<file path="src/rtl/ring_counter_pkg.sv">
// Shared constants and helpers for the ring/Johnson counter family.
package ring_counter_pkg;

  localparam logic MODE_RING    = 1'b0;
  localparam logic MODE_JOHNSON = 1'b1;
  localparam logic DIR_LEFT     = 1'b0;
  localparam logic DIR_RIGHT    = 1'b1;

  // Widest counter the HOME helper can describe; callers slice to their width.
  localparam int HOME_MAX_W = 64;

  // HOME pattern (only bit 0 set) for a counter of the given width.
  function automatic logic [HOME_MAX_W-1:0] home_of(input int width);
    logic [HOME_MAX_W-1:0] h;
    h    = '0;
    h[0] = (width > 0);
    return h;
  endfunction

endpackage

</file>
<file path="src/rtl/ring_state_check.sv">
// Combinational legality check for one-hot ring and Johnson (twisted-ring) states.
module ring_state_check
  import ring_counter_pkg::*;
#(
  parameter int WIDTH = 4
) (
  input  logic [WIDTH-1:0] state,
  input  logic             mode,
  output logic             illegal
);

  logic [WIDTH-1:0] thermo;
  logic             ring_ok;
  logic             johnson_ok;

  // A legal Johnson word, inverted when bit 0 is clear, is a run of ones from bit 0
  // upward (0..01..1); such a run has no bit in common with itself plus one.
  always_comb begin
    thermo     = state[0] ? state : ~state;
    ring_ok    = ($countones(state) == 1);
    johnson_ok = ((thermo & (thermo + WIDTH'(1))) == '0);
    illegal    = (mode == MODE_JOHNSON) ? !johnson_ok : !ring_ok;
  end

endmodule

</file>
<file path="src/rtl/ring_counter_gen.sv">
// Parametrised ring / Johnson counter with direction, enable, parallel load,
// terminal-count pulse and optional self-correction of illegal states.
module ring_counter_gen
  import ring_counter_pkg::*;
#(
  parameter int WIDTH        = 4,
  parameter bit SELF_CORRECT = 1'b1
) (
  input  logic             clk,
  input  logic             reset,
  input  logic             en,
  input  logic             mode,
  input  logic             dir,
  input  logic             load,
  input  logic [WIDTH-1:0] load_val,
  output logic [WIDTH-1:0] out,
  output logic             tc,
  output logic             illegal
);

  localparam logic [HOME_MAX_W-1:0] HOME_WIDE = home_of(WIDTH);
  localparam logic [WIDTH-1:0]      HOME      = HOME_WIDE[WIDTH-1:0];
  // Predecessors of HOME for each mode/direction.
  localparam logic [WIDTH-1:0] TC_RING_LEFT     = HOME << (WIDTH - 1);
  localparam logic [WIDTH-1:0] TC_RING_RIGHT    = WIDTH'(2);
  localparam logic [WIDTH-1:0] TC_JOHNSON_LEFT  = '0;
  localparam logic [WIDTH-1:0] TC_JOHNSON_RIGHT = WIDTH'(3);

  logic [WIDTH-1:0] state_p0;
  logic [WIDTH-1:0] shifted;
  logic [WIDTH-1:0] tcpat;
  logic [WIDTH-1:0] next_state;

  ring_state_check #(
    .WIDTH (WIDTH)
  ) u_check (
    .state   (state_p0),
    .mode    (mode),
    .illegal (illegal)
  );

  // Shift network and terminal-count pattern for the current mode and direction.
  always_comb begin
    shifted = state_p0;
    tcpat   = TC_RING_LEFT;
    unique case ({mode, dir})
      {MODE_RING, DIR_LEFT}: begin
        shifted = {state_p0[WIDTH-2:0], state_p0[WIDTH-1]};
        tcpat   = TC_RING_LEFT;
      end
      {MODE_RING, DIR_RIGHT}: begin
        shifted = {state_p0[0], state_p0[WIDTH-1:1]};
        tcpat   = TC_RING_RIGHT;
      end
      {MODE_JOHNSON, DIR_LEFT}: begin
        shifted = {state_p0[WIDTH-2:0], ~state_p0[WIDTH-1]};
        tcpat   = TC_JOHNSON_LEFT;
      end
      default: begin
        shifted = {~state_p0[0], state_p0[WIDTH-1:1]};
        tcpat   = TC_JOHNSON_RIGHT;
      end
    endcase
  end

  // Next-state priority: load, then self-correction, then shift, else hold.
  always_comb begin
    next_state = state_p0;
    if (load) begin
      next_state = load_val;
    end else if (en && illegal && SELF_CORRECT) begin
      next_state = HOME;
    end else if (en) begin
      next_state = shifted;
    end
  end

  // Terminal count fires on the legal step that lands on HOME.
  always_comb begin
    tc = en && !load && !illegal && !reset && (state_p0 == tcpat);
  end

  // ---- stage p0: counter state register ----
  always_ff @(posedge clk or posedge reset) begin
    if (reset) begin
      state_p0 <= HOME;
    end else begin
      state_p0 <= next_state;
    end
  end

  assign out = state_p0;

endmodule

</file>
<file path="config.mk">
export PLATFORM = sky130hd
export DESIGN_NAME = ring_counter_gen
export DESIGN_NICKNAME = d
export VERILOG_FILES = /design/src/rtl/ring_counter_pkg.sv /design/src/rtl/ring_state_check.sv /design/src/rtl/ring_counter_gen.sv
export SDC_FILE = /design/constraint.sdc
export NUM_CORES = 1
export LEC_CHECK = 0
export ABC_AREA = 1
export CORE_AREA = 3 3 40 42
export DETAILED_ROUTE_END_ITERATION = 8
export DIE_AREA = 0 0 43 45
export MAX_ROUTING_LAYER = met4
export PLACE_DENSITY = 0.69
export SYNTH_ARGS = -nofsm -noshare
export SYNTH_HDL_FRONTEND = slang
export SYNTH_SLANG_ARGS = --single-unit
export TNS_END_PERCENT = 30
</file>
<file path="constraint.sdc">
create_clock -name clk -period 6 [get_ports clk]
set_clock_uncertainty 0.05 [all_clocks]
set_input_delay 0.9 -clock clk [delete_from_list [all_inputs] [get_ports clk]]
set_output_delay 0.9 -clock clk [all_outputs]
set_load 0.02 [all_outputs]
</file>
# ---- Word-level counts from Yosys, hierarchy flattened
# Index checks and enable logic that the tools add are counted.
dict set report totals {
  register_bits 4
  out_inout_bits 6
  elab_cells 33
}
dict set report classes {
  add_sub_neg 4
  eq_ne 4
  muxes 7
  n_bitwise 4
  reduce_logical 13
}
# operator n
set op_table {}
lappend op_table {{$add A32 B32 Y32} 1}
lappend op_table {{$eq A32 B2 Y1 const B} 1}
lappend op_table {{$pmux W4 S3} 2}
lappend op_table {{$mux W4} 4}
lappend op_table {{$logic_and A1 B1 Y1} 5}
lappend op_table {{$logic_not A1 Y1} 5}
lappend op_table {{$add A1 B1 Y2} 2}
lappend op_table {{$add A4 B1 Y4 const B} 1}
lappend op_table {{$and A4 B4 Y4} 1}
lappend op_table {{$eq A4 B4 Y1} 1}
lappend op_table {{$logic_not A4 Y1} 1}
lappend op_table {{$not A4 Y4} 1}
lappend op_table {{$reduce_bool A3 Y1} 1}
lappend op_table {{$eq A2 B1 Y1 const B} 1}
lappend op_table {{$eq A2 B2 Y1 const B} 1}
lappend op_table {{$logic_not A2 Y1} 1}
lappend op_table {{$not A1 Y1} 2}
lappend op_table {{$mux W1} 1}

# ---- Depth between registers and ports, before layout
# Gate-level depths: netlist of run 1.
dict set report logic_depth {
  ltp_word 11
  ltp_mapped 9
  mapped_depth_nobuf 9
}

# ---- Modules after synthesis
# Synthesis of run 1 repeated with hierarchy kept, for this count alone.
dict set report unflattened {
  cells_unflattened 70
  area_unflattened_um2 427.9
}
# mod n_inst cells_per_inst area_per_inst_um2 seq_area_each_um2
set by_module_without_submodules {}
lappend by_module_without_submodules {ring_counter_gen 1 49 299.0 101.3}
lappend by_module_without_submodules {ring_state_check 1 21 128.9 0.0}

# ---- Worst setup path before layout of run 1
# No wires, ideal clock.
dict set report synth_path {
  path_type {reg2out}
  from {reg state_p0[0] (netlist: out[0])}
  to {out tc}
  t_arrival_ns 2.108
  required_time_ns 5.050
  path_slack_ns 2.942
  stages_incl_launch_ff 9
  path_cell_list {dfstp_2 ha_1 ha_1 fa_1 nor2_1 nand3_1 nand2_2 inv_2 nor2_2}
}
dict set report synth_via {
  elab_chain_len 11
}
# element line_no
set synth_lines {}
lappend synth_lines {{start, declared} ring_counter_gen.sv:29} ;# logic [WIDTH-1:0] state_p0;
lappend synth_lines {{start signal, assigned} ring_counter_gen.sv:88} ;# state_p0 <= next_state;
lappend synth_lines {{parallel branches: the longest is 6 deep, another holds $add A32 B32 Y32} --}
lappend synth_lines {{$mux W1 (*)} ring_state_check.sv:22} ;# illegal = (mode == MODE_JOHNSON) ? !johnson_ok : !ring_ok;
lappend synth_lines {{via illegal} ring_counter_gen.sv:18} ;# output logic illegal
lappend synth_lines {{$logic_not A1 Y1 (*)} ring_counter_gen.sv:80} ;# tc = en && !load && !illegal && !reset && (state_p0 == tcpat);
lappend synth_lines {{$logic_and A1 B1 Y1 (*) (3 in series)} ring_counter_gen.sv:80}
lappend synth_lines {{end, declared} ring_counter_gen.sv:17} ;# output logic tc,
# Mark *: on every way through the listed nets, which the timed path passes.

# ---- Final worst setup path of run 1
dict set report layout_path {
  from {reg state_p0[0] (netlist: out[0])}
  to {out tc}
}
dict set report layout_via {
  elab_chain_len 11
}
# element line_no
set layout_lines {}
lappend layout_lines {{parallel branches: the longest is 10 deep, another holds $add A32 B32 Y32} --}
lappend layout_lines {{$logic_and A1 B1 Y1 (*)} ring_counter_gen.sv:80}
# Mark *: on every way between the ends.

==> results of run 1 <==
==> cell usage in the layout, fill, tap and decap left out <==
| cell type | Yosys | layout |
|---|---|---|
| a211oi_1 | 1 | 1 |
| nor2_2 | 3 | 3 |
| o21ai_0 | 4 | 4 |
| or2_1 | 1 | 1 |
| fa_1 | 1 | 1 |
| clkbuf_1 | 0 | 1 |
| nand2_2 | 3 | 3 |
| inv_1 | 5 | 5 |
| nand4_1 | 1 | 1 |
| dfstp_2 | 1 | 1 |
| a21oi_1 | 2 | 2 |
| dfrtp_1 | 3 | 3 |
| nor3_1 | 2 | 2 |
| clkdlybuf4s50_1 | 0 | 15 |
| nand3_1 | 5 | 5 |
| o21a_1 | 2 | 2 |
| ha_1 | 3 | 3 |
| nor2_1 | 8 | 8 |
| clkbuf_4 | 0 | 3 |
| nand2_1 | 13 | 13 |
| inv_2 | 3 | 3 |
| a22oi_1 | 3 | 3 |
==> power by group through the flow <==
stage | combinational, mW | sequential (mW) | clock [mW]
5_1_grt | 0.0787 | 0.0398 | 0.0397
4_1_cts | 0.0696 | 0.0392 | 0.0394
3_5_place_dp | 0.0693 | 0.0393 | 0
3_3_place_gp | 0.0679 | 0.0395 | 0
2_1_floorplan | 0.0387 | 0.0415 | 0
6_report | 0.0685 | 0.0392 | 0.0377
==> worst paths after layout <==
path,slack [ps],startpoint,to,depth (start not counted)
worst max-delay path,2220,out[0]$_DFFE_PP1P_,tc,9
worst min-delay path,570,out[1]$_DFFE_PP0P_,out[1]$_DFFE_PP0P_,2
worst max register to register,3840,out[0]$_DFFE_PP1P_,out[0]$_DFFE_PP1P_,9
worst min register to register,570,out[1]$_DFFE_PP0P_,out[1]$_DFFE_PP0P_,2
max in group asynchronous,4850,reset,out[0]$_DFFE_PP1P_,2
min in group asynchronous,820,reset,out[2]$_DFFE_PP0P_,2
==> kinds of logic after synthesis <==
family,count (synthesis)
and+or+nand+nor,36
AOI/OAI and AO/OA,12
buffers and inverters,8
adders and majority gates,4
DFF,4
==> synthesized netlist by cell type, types with 2 or more instances <==
| master | number | area share [%] |
|---|---|---|
| nand2_1 | 13 | 11 |
| nand2_2 | 3 | 4.4 |
| inv_2 | 3 | 2.6 |
| nand3_1 | 5 | 5.8 |
| dfrtp_1 | 3 | 18 |
| nor2_2 | 3 | 4.4 |
| o21a_1 | 2 | 3.5 |
| o21ai_0 | 4 | 4.7 |
| a22oi_1 | 3 | 5.3 |
| ha_1 | 3 | 8.8 |
| a21oi_1 | 2 | 2.3 |
| nor2_1 | 8 | 7.0 |
| inv_1 | 5 | 4.4 |
| nor3_1 | 2 | 2.3 |
==> area by class of cell <==
cell class	count	share of cell area, %
clock buffer	4	4.22
sequential	4	16.3
tap	15	3.01
timing repair buffer	15	24.1
multi-input combinational	52	47.6
inverter	8	4.82
==> metal layers <==
metal	share of wire, %	vias up	track usage, %
met1	44	211	12.9
met3	4.2	4	1.59
li1	-	252	-
met2	49	13	24.6
met5	0	-	-
met4	2.8	0	10.8
==> worst max-delay path: stages, from the launching register on <==
cell and delay [ps]:
dfstp_2 620, ha_1 270, ha_1 200, fa_1 430
nor2_1 130, nand3_1 110, nand2_2 120, inv_2 40
nor2_2 90, clkdlybuf4s50_1 600
==> metrics by stage <==
stage	hold WS (ps)	power, mW	instances
finish	572	0.145	98
global route	610	0.158	98
CTS	571	0.148	98
detailed placement	557	0.109	94
global placement	563	0.107	94
floorplan	598	0.0801	64
==> run_results.csv, run 1 <==
group,metric,value,unit
outcome,outcome,"completed",
synth,postSynthCellCount,64,
route,route.detailed.wl_per_inst,11.1,um
timing,setup_viol,0,
timing,final_slew_viol_count,0,
global_routing,grt_antenna_before_repair,0,
synth,asyncSetResetFlopFracSynth,100,%
global_routing,maximum_number_of_pins_on_one_net_before_global_route_repair,10,
cts,clock-sinks,4,
final_layout,antenna_diode_count,0,
place,globalplace.congestion,0.771,
timing,setup_repair_after_global_routing_missed_its_margin,"false",
timing,finalHoldViolCount,0,
setup_path,criticalPathCategory,"reg2out",
cts,cts_repair_resize_count,0,
pwr,powerDensity,233,mW/mm2
synth,synth_simple_gate_area_share,38.3,%
route,final_ant_viol_nets,0,
synth,syn-cell-area,428,um2
place,pre_cts_slack,2390,ps
pwr,switching_share,39.3,%
cts,clock_insertion_delay_worst_skew,240,ps
synth,synthesis.yosys.warnings,0,
setup_path,timing.critical_path.fanout_max,9,
setup_path,worstPathArrival,2830,ps
floorplanning,chipHeight,45,um
pwr,internal_power,88.2,uW
cts,cell_at_the_root_of_the_clock_tree,"clkbuf_4",
place,post_placement_cell_area,597,um2
final_layout,fraction_of_layout_instances_using_a_drive_strength_above_1,15.7,%
synth,yosys-mux-area-fraction,0,%
synth,ys_seq_area_share,23.7,%
final_layout,syn_to_final_growth,45.6,%
synth,synth_edf_count,0,
final_layout,fillerInstances,146,
pwr,power_leakage,0.286,nW
route,drc,0,
cts,clock_input_transition_at_the_sequential_cells_of_the_worst_setup_and_hold_paths,50,ps
route,detailedRoute.firstIterationViolations,5,
route,final_routed_wirelength,1.08,mm
run,maxCapViolations,0,
global_routing,global_route_wire_length_before_repair,1.81,mm
final_layout,multi_input_logic_area,297,um2
timing,relSlewSlack,79.9,%
cts,cts_max_level,1,
synth,ys_seq_elements,4,
floorplanning,start_util,33.3,%
pwr,p_sw,57.2,uW
timing,tightestPinTransition,301,ps
setup_path,worst-endpoint-required,5050,ps
timing,finalCriticalPeriod,3780,ps
synth,parity_gate_share_of_the_synthesized_area_counting_xor_and_xnor_cells,0,%
global_routing,grt_util_all_layers,13.5,%
synth,synth_compound_gate_area_share,17.5,%
timing,share_of_the_clock_period_used_by_the_worst_path_after_layout,63.1,%
synth,synthesized_area_per_cell,6.69,um2
route,firstDrtPassIters,2,
route,total_vias_in_the_final_route,480,
final_layout,total_number_of_nets_in_the_final_design,98,
floorplanning,ioPinCount,16,
cts,ctsHoldBuffers,0,
global_routing,grt_overflow,0,
pwr,peakVddDrop,0.164,mV
place,dp_hpwl,868,um
cts,cts_tree,"built",
cts,cts-buffers-inserted,3,
cts,max-clock-path-buffers,2,
setup_path,category_of_the_worst_setup_path_launch_point,"flop",
synth,post_synth_num_cell_types,19,
synth,ys_dominant_reg_cell,"dfrtp_1",
final_layout,postLayoutCoreUtil,48.5,%
pwr,power.share.sequential,26.9,%
final_layout,largest_register_ffs,4,
pwr,combPwrFrac,47.1,%
floorplanning,die-width,43,um
floorplanning,design.die.area,0.00194,mm2
cts,number_of_buffers_inserted_by_post_cts_setup_repair,0,
floorplanning,placeableCoreArea,0.00128,mm2
timing,timing.final.ws_setup,2220,ps
route,vias_per_cell,4.90,
final_layout,ff_latch_area,101,um2
floorplanning,row_count,13,
synth,syn_nets,78,
synth,synth_top_family_by_area,"simple AND/OR/NAND/NOR gates",
timing,setup_total_negative_slack,0,ps
setup_path,critical_path_sink_type,"output port",
global_routing,grt_pass1_vias,468,
min_path,hold_class,"reg2reg",
timing,maxClockFrequency,264,MHz
synth,synth-adder-area-share,13.5,%
pwr,clock_network_fraction_of_total_power,25.9,%
final_layout,stdcell_area,623,um2
place,count_of_port_buffers_added_during_placement,15,
Note: power is estimated with default switching activity, not from simulation.
==> inputs of run 2 (changes only) <==
clock period = 3.65 ns   (was 6 ns; I/O delays follow)
==> run 2 against run 1 <==
Net effect: die area is the same; critical path depth unchanged; worst hold slack got worse by 76 ps; combinational power up 62%; global-route usage is 1.5 points lower; clock power is 55% higher; register-to-register slack got worse by 2300 ps; critical path type unchanged; highest routed layer unchanged.
==> run_results.csv, run 2 (synthesis gave the netlist of run 1 again) <==
group,metric,value,unit
outcome,outcome,"completed",
global_routing,grt_pass1_vias,452,
timing,setup_viol,0,
timing,setup_total_negative_slack,0,ps
timing,finalCriticalPeriod,3390,ps
route,drc,0,
place,post-place-cells,94,
global_routing,grt_antenna_before_repair,0,
global_routing,gr-max-usage-layer,"met2",
global_routing,global_route.usage.met1,13.9,%
floorplanning,ioPinCount,16,
timing,relSlewSlack,79.3,%
setup_path,worst-endpoint-required,3050,ps
run,maxCapViolations,0,
floorplanning,design.die.area,0.00194,mm2
place,count_of_port_buffers_added_during_placement,15,
place,globalplace.congestion,0.786,
pwr,powerDensity,376,mW/mm2
route,total_vias_in_the_final_route,472,
route,detailedRoute.firstIterationViolations,5,
pwr,peakVddDrop,0.250,mV
floorplanning,die-width,43,um
setup_path,path_common_cell,"ha_1",
setup_path,timing.critical_path.fanout_max,9,
global_routing,grt_overflow,0,
final_layout,total_number_of_nets_in_the_final_design,98,
cts,max-clock-path-buffers,2,
min_path,hold_class,"in2async",
route,final_routed_wirelength,1.02,mm
final_layout,stdcell_area,623,um2
route,firstDrtPassIters,4,
route,final_ant_viol_nets,0,
final_layout,layout.cells.most_common_list,"clkdlybuf4s50_1 (15), nand2_1 (13), nor2_1 (8), inv_1 (5), nand3_1 (5)",
cts,clock_insertion_delay_worst_skew,230,ps
floorplanning,placeableCoreArea,0.00128,mm2
final_layout,syn_to_final_growth,45.6,%
floorplanning,row_count,13,
cts,ctsHoldBuffers,0,
place,post_placement_cell_area,597,um2
route,vias_per_cell,4.82,
final_layout,largest_register_ffs,4,
global_routing,maximum_number_of_pins_on_one_net_before_global_route_repair,10,
global_routing,grt.met2_usage,19.5,%
final_layout,postLayoutCoreUtil,48.5,%
setup_path,criticalPathCategory,"reg2out",
timing,share_of_the_clock_period_used_by_the_worst_path_after_layout,92.8,%
setup_path,category_of_the_worst_setup_path_launch_point,"flop",
timing,finalHoldViolCount,0,
setup_path,critical_path_sink_type,"output port",
cts,cts_max_level,1,
setup_path,path_buf_inv,2,
setup_path,critical-path-slowest-cell,"dfstp_2",
floorplanning,chipHeight,45,um
pwr,power_leakage,0.286,nW
place,dp_hpwl,819,um
pwr,power.total,234,uW
timing,tightestPinTransition,311,ps
setup_path,worstPathArrival,2790,ps
global_routing,global_route_wire_length_before_repair,1.70,mm
cts,cts_repair_resize_count,0,
cts,number_of_buffers_inserted_by_post_cts_setup_repair,0,
global_routing,grt_util_all_layers,12.0,%
final_layout,antenna_diode_count,0,
cts,clock_input_transition_at_the_sequential_cells_of_the_worst_setup_and_hold_paths,40,ps
final_layout,post_layout_nonfiller_instances,98,
cts,clock-sinks,4,
setup_path,critical_path.reg2reg.startpoint,"out[0]$_DFFE_PP1P_",
timing,final_slew_viol_count,0,
setup_path,worst_setup_path_startpoint,"out[0]$_DFFE_PP1P_",
timing,maxClockFrequency,295,MHz
global_routing,grt_use_met3,4.38,%
route,route.detailed.wl_per_inst,10.4,um
cts,cts-buffers-inserted,3,
cts,cts_tree,"built",
setup_path,critPathMaxStageDelay,610,ps
setup_path,cell_class_contributing_the_biggest_share_of_worst_path_delay,"adder cells",
timing,setup_repair_after_global_routing_missed_its_margin,"false",
final_layout,fraction_of_layout_instances_using_a_drive_strength_above_1,15.7,%
floorplanning,start_util,33.3,%
final_layout,mostFrequentLayoutCell,"clkdlybuf4s50_1",
setup_path,worst_path_cell_chain,"ha_1 > ha_1 > fa_1 > nor2_1 > nand3_1 > nand2_2 > inv_2 > nor2_2 > clkdlybuf4s50_1",
cts,cell_at_the_root_of_the_clock_tree,"clkbuf_4",
-- run 2: cell type report --
class / instances / area, um2
Fill cell: 142 / 662
Multi-Input combinational cell: 52 / 297
Timing Repair Buffer: 15 / 150
Sequential cell: 4 / 101
Inverter: 8 / 30.0
Clock buffer: 4 / 26.3
Tap cell: 15 / 18.8
-- run 2: report_power, final --
group / internal [mW] / switching (mW) / leakage, nW / total (mW)
sequential: 0.0514 / 0.0131 / 0.0475 / 0.0645
clock: 0.0410 / 0.0175 / 0.0150 / 0.0585
combinational: 0.0526 / 0.0585 / 0.223 / 0.111
total: 0.145 / 0.0890 / 0.286 / 0.234
-- run 2: path summary, 6_finish.rpt --
path,cells past startpoint,end,slack [ps]
min in group clk,2,out[1]$_DFFE_PP0P_,590
min reg2reg,2,out[1]$_DFFE_PP0P_,590
max reg2reg,8,out[1]$_DFFE_PP0P_,1530
max in group asynchronous,2,out[0]$_DFFE_PP1P_,2820
min,2,out[2]$_DFFE_PP0P_,500
max,9,tc,260
-- run 2: stage by stage --
stage,setup slack (ps),hold slack [ps]
3_3_place_gp,502,572
2_1_floorplan,945,263
4_1_cts,244,486
5_1_grt,91.4,498
6_report,264,496
3_5_place_dp,490,577
-- run 2: per-layer routing --
layer	vias up	wire [um]
li1	255	-
met1	202	488
met2	13	473
met3	2	51
met4	0	7
met5	-	0
==> inputs of run 3 (changes only) <==
PLACE_DENSITY = 0.66   (was 0.69)
==> run 3 against run 2 <==
Net effect: register-to-register slack improved by 20 ps; wire length is 4.1% higher; via count is 3.4% higher; highest routed layer unchanged; final cell count up 1.0%; non-clock buffer count up 1; sequential power decreased by 4.0%; clock power up 8.2%; core utilization up 0.58 points; sequential share of layout area decreased by 0.19 points; global-route usage rose by 0.66 points; fmax is essentially flat; power is 3.4% higher.
==> run_results.csv, run 3 (synthesis gave the netlist of run 1 again) <==
group,metric,value,unit
outcome,outcome,"completed",
final_layout,fraction_of_layout_instances_using_a_drive_strength_above_1,16.7,%
cts,number_of_buffers_inserted_by_post_cts_setup_repair,0,
final_layout,antenna_diode_count,0,
cts,cts_tree,"built",
final_layout,layout.cells.most_common_list,"clkdlybuf4s50_1 (15), nand2_1 (13), nor2_1 (8), inv_1 (5), nand3_1 (5)",
route,route.detailed.wl_per_inst,10.7,um
min_path,hold_class,"in2async",
route,total_vias_in_the_final_route,488,
floorplanning,start_util,33.3,%
route,detailedRoute.firstIterationViolations,9,
timing,setup_total_negative_slack,0,ps
timing,setup_repair_after_global_routing_missed_its_margin,"false",
floorplanning,ioPinCount,16,
route,firstDrtPassIters,4,
place,count_of_port_buffers_added_during_placement,15,
global_routing,maximum_number_of_pins_on_one_net_before_global_route_repair,10,
route,drc,0,
place,pre_cts_slack,487,ps
timing,finalHoldViolCount,0,
cts,cts_repair_resize_count,0,
floorplanning,chipHeight,45,um
final_layout,largest_register_ffs,4,
final_layout,mostFrequentLayoutCell,"clkdlybuf4s50_1",
route,vias_per_cell,4.93,
cts,clock_input_transition_at_the_sequential_cells_of_the_worst_setup_and_hold_paths,40,ps
cts,cell_at_the_root_of_the_clock_tree,"clkbuf_4",
timing,finalCriticalPeriod,3390,ps
final_layout,total_number_of_nets_in_the_final_design,99,
floorplanning,die-width,43,um
route,met3_wirelength,65,um
global_routing,grt_antenna_before_repair,0,
cts,clock-sinks,4,
floorplanning,design.die.area,0.00194,mm2
timing,relSlewSlack,81.9,%
place,post_placement_cell_area,604,um2
place,dp_hpwl,874,um
setup_path,critical_path.reg2reg.startpoint,"out[0]$_DFFE_PP1P_",
setup_path,category_of_the_worst_setup_path_launch_point,"flop",
global_routing,global_route_wire_length_before_repair,1.83,mm
run,maxCapViolations,0,
setup_path,critical_path_sink_type,"output port",
place,globalplace.congestion,0.794,
cts,cts_max_level,1,
cts,clock_insertion_delay_worst_skew,240,ps
route,routed.top_layer,"met4",
global_routing,grt_overflow,0,
setup_path,timing.reg2reg.worst_path_depth,9,
final_layout,stdcell_area,631,um2
timing,tightestPinTransition,271,ps
floorplanning,placeableCoreArea,0.00128,mm2
pwr,powerDensity,384,mW/mm2
setup_path,worstPathArrival,2790,ps
pwr,power.total,242,uW
final_layout,syn_to_final_growth,47.4,%
route,wirelength_met1,511,um
setup_path,criticalPathCategory,"reg2out",
setup_path,worst-endpoint-required,3050,ps
setup_path,timing.critical_path.fanout_max,9,
cts,ctsHoldBuffers,0,
setup_path,regToRegSetupSlack,1550,ps
cts,max-clock-path-buffers,2,
route,final_ant_viol_nets,0,
timing,maxClockFrequency,295,MHz
timing,timing.final.ws_setup,262,ps
timing,final_slew_viol_count,0,
final_layout,postLayoutCoreUtil,49.1,%
cts,cts-buffers-inserted,3,
route,final_routed_wirelength,1.06,mm
timing,setup_viol,0,
pwr,power_leakage,0.291,nW
floorplanning,row_count,13,
timing,share_of_the_clock_period_used_by_the_worst_path_after_layout,92.8,%
setup_path,r2r_end,"out[0]$_DFFE_PP1P_",
global_routing,grt_pass1_vias,449,
global_routing,grt_util_all_layers,12.6,%
pwr,peakVddDrop,0.130,mV
route,routed-wl-met2,476,um
-- run 3: changes by cell type in the layout (fill, tap and decap cells not counted), sizes merged --
cell / delta
buf: +1
-- run 3: per-stage QoR --
step                std cells  hold slack [ps]
floorplan                  64              263
global placement           95              554
detailed placement         95              547
CTS                        99              473
global route               99              492
finish                     99              473
-- run 3: worst max path at each step --
stage	from	to	slack (ps)	depth (start not counted)
floorplan	out[0]$_DFFE_PP1P_	tc	940	8
global placement	out[0]$_DFFE_PP1P_	tc	530	9
detailed placement	out[0]$_DFFE_PP1P_	tc	490	9
CTS	out[0]$_DFFE_PP1P_	tc	250	9
global route	out[0]$_DFFE_PP1P_	tc	100	9
finish	out[0]$_DFFE_PP1P_	tc	260	9
-- run 3: per-layer routing --
| layer | vias to the layer above | GRT usage [%] |
|---|---|---|
| met1 | 217 | 17.2 |
| met2 | 14 | 18.0 |
| li1 | 255 | - |
| met5 | - | - |
| met3 | 2 | 2.79 |
| met4 | 0 | 5.42 |
-- run 3: cell type report --
class,count,area (um2)
Multi-Input combinational cell,52,297
Timing Repair Buffer,16,158
Sequential cell,4,101
Fill cell,139,654
Tap cell,15,18.8
Inverter,8,30.0
Clock buffer,4,26.3
-- run 3: power by group --
| part | total (mW) | internal (mW) | switching, mW |
|---|---|---|---|
| Clock | 0.0633 | 0.0413 | 0.0220 |
| Sequential | 0.0619 | 0.0514 | 0.0105 |
| Combinational | 0.117 | 0.0544 | 0.0625 |
| Total | 0.242 | 0.147 | 0.0950 |
-- run 3: critical path, stage by stage (launching register included) --
cell,delay [ps]
dfstp_2,610
ha_1,270
ha_1,190
fa_1,420
nor2_1,110
nand3_1,100
nand2_2,110
inv_2,50
nor2_2,90
clkdlybuf4s50_1,600
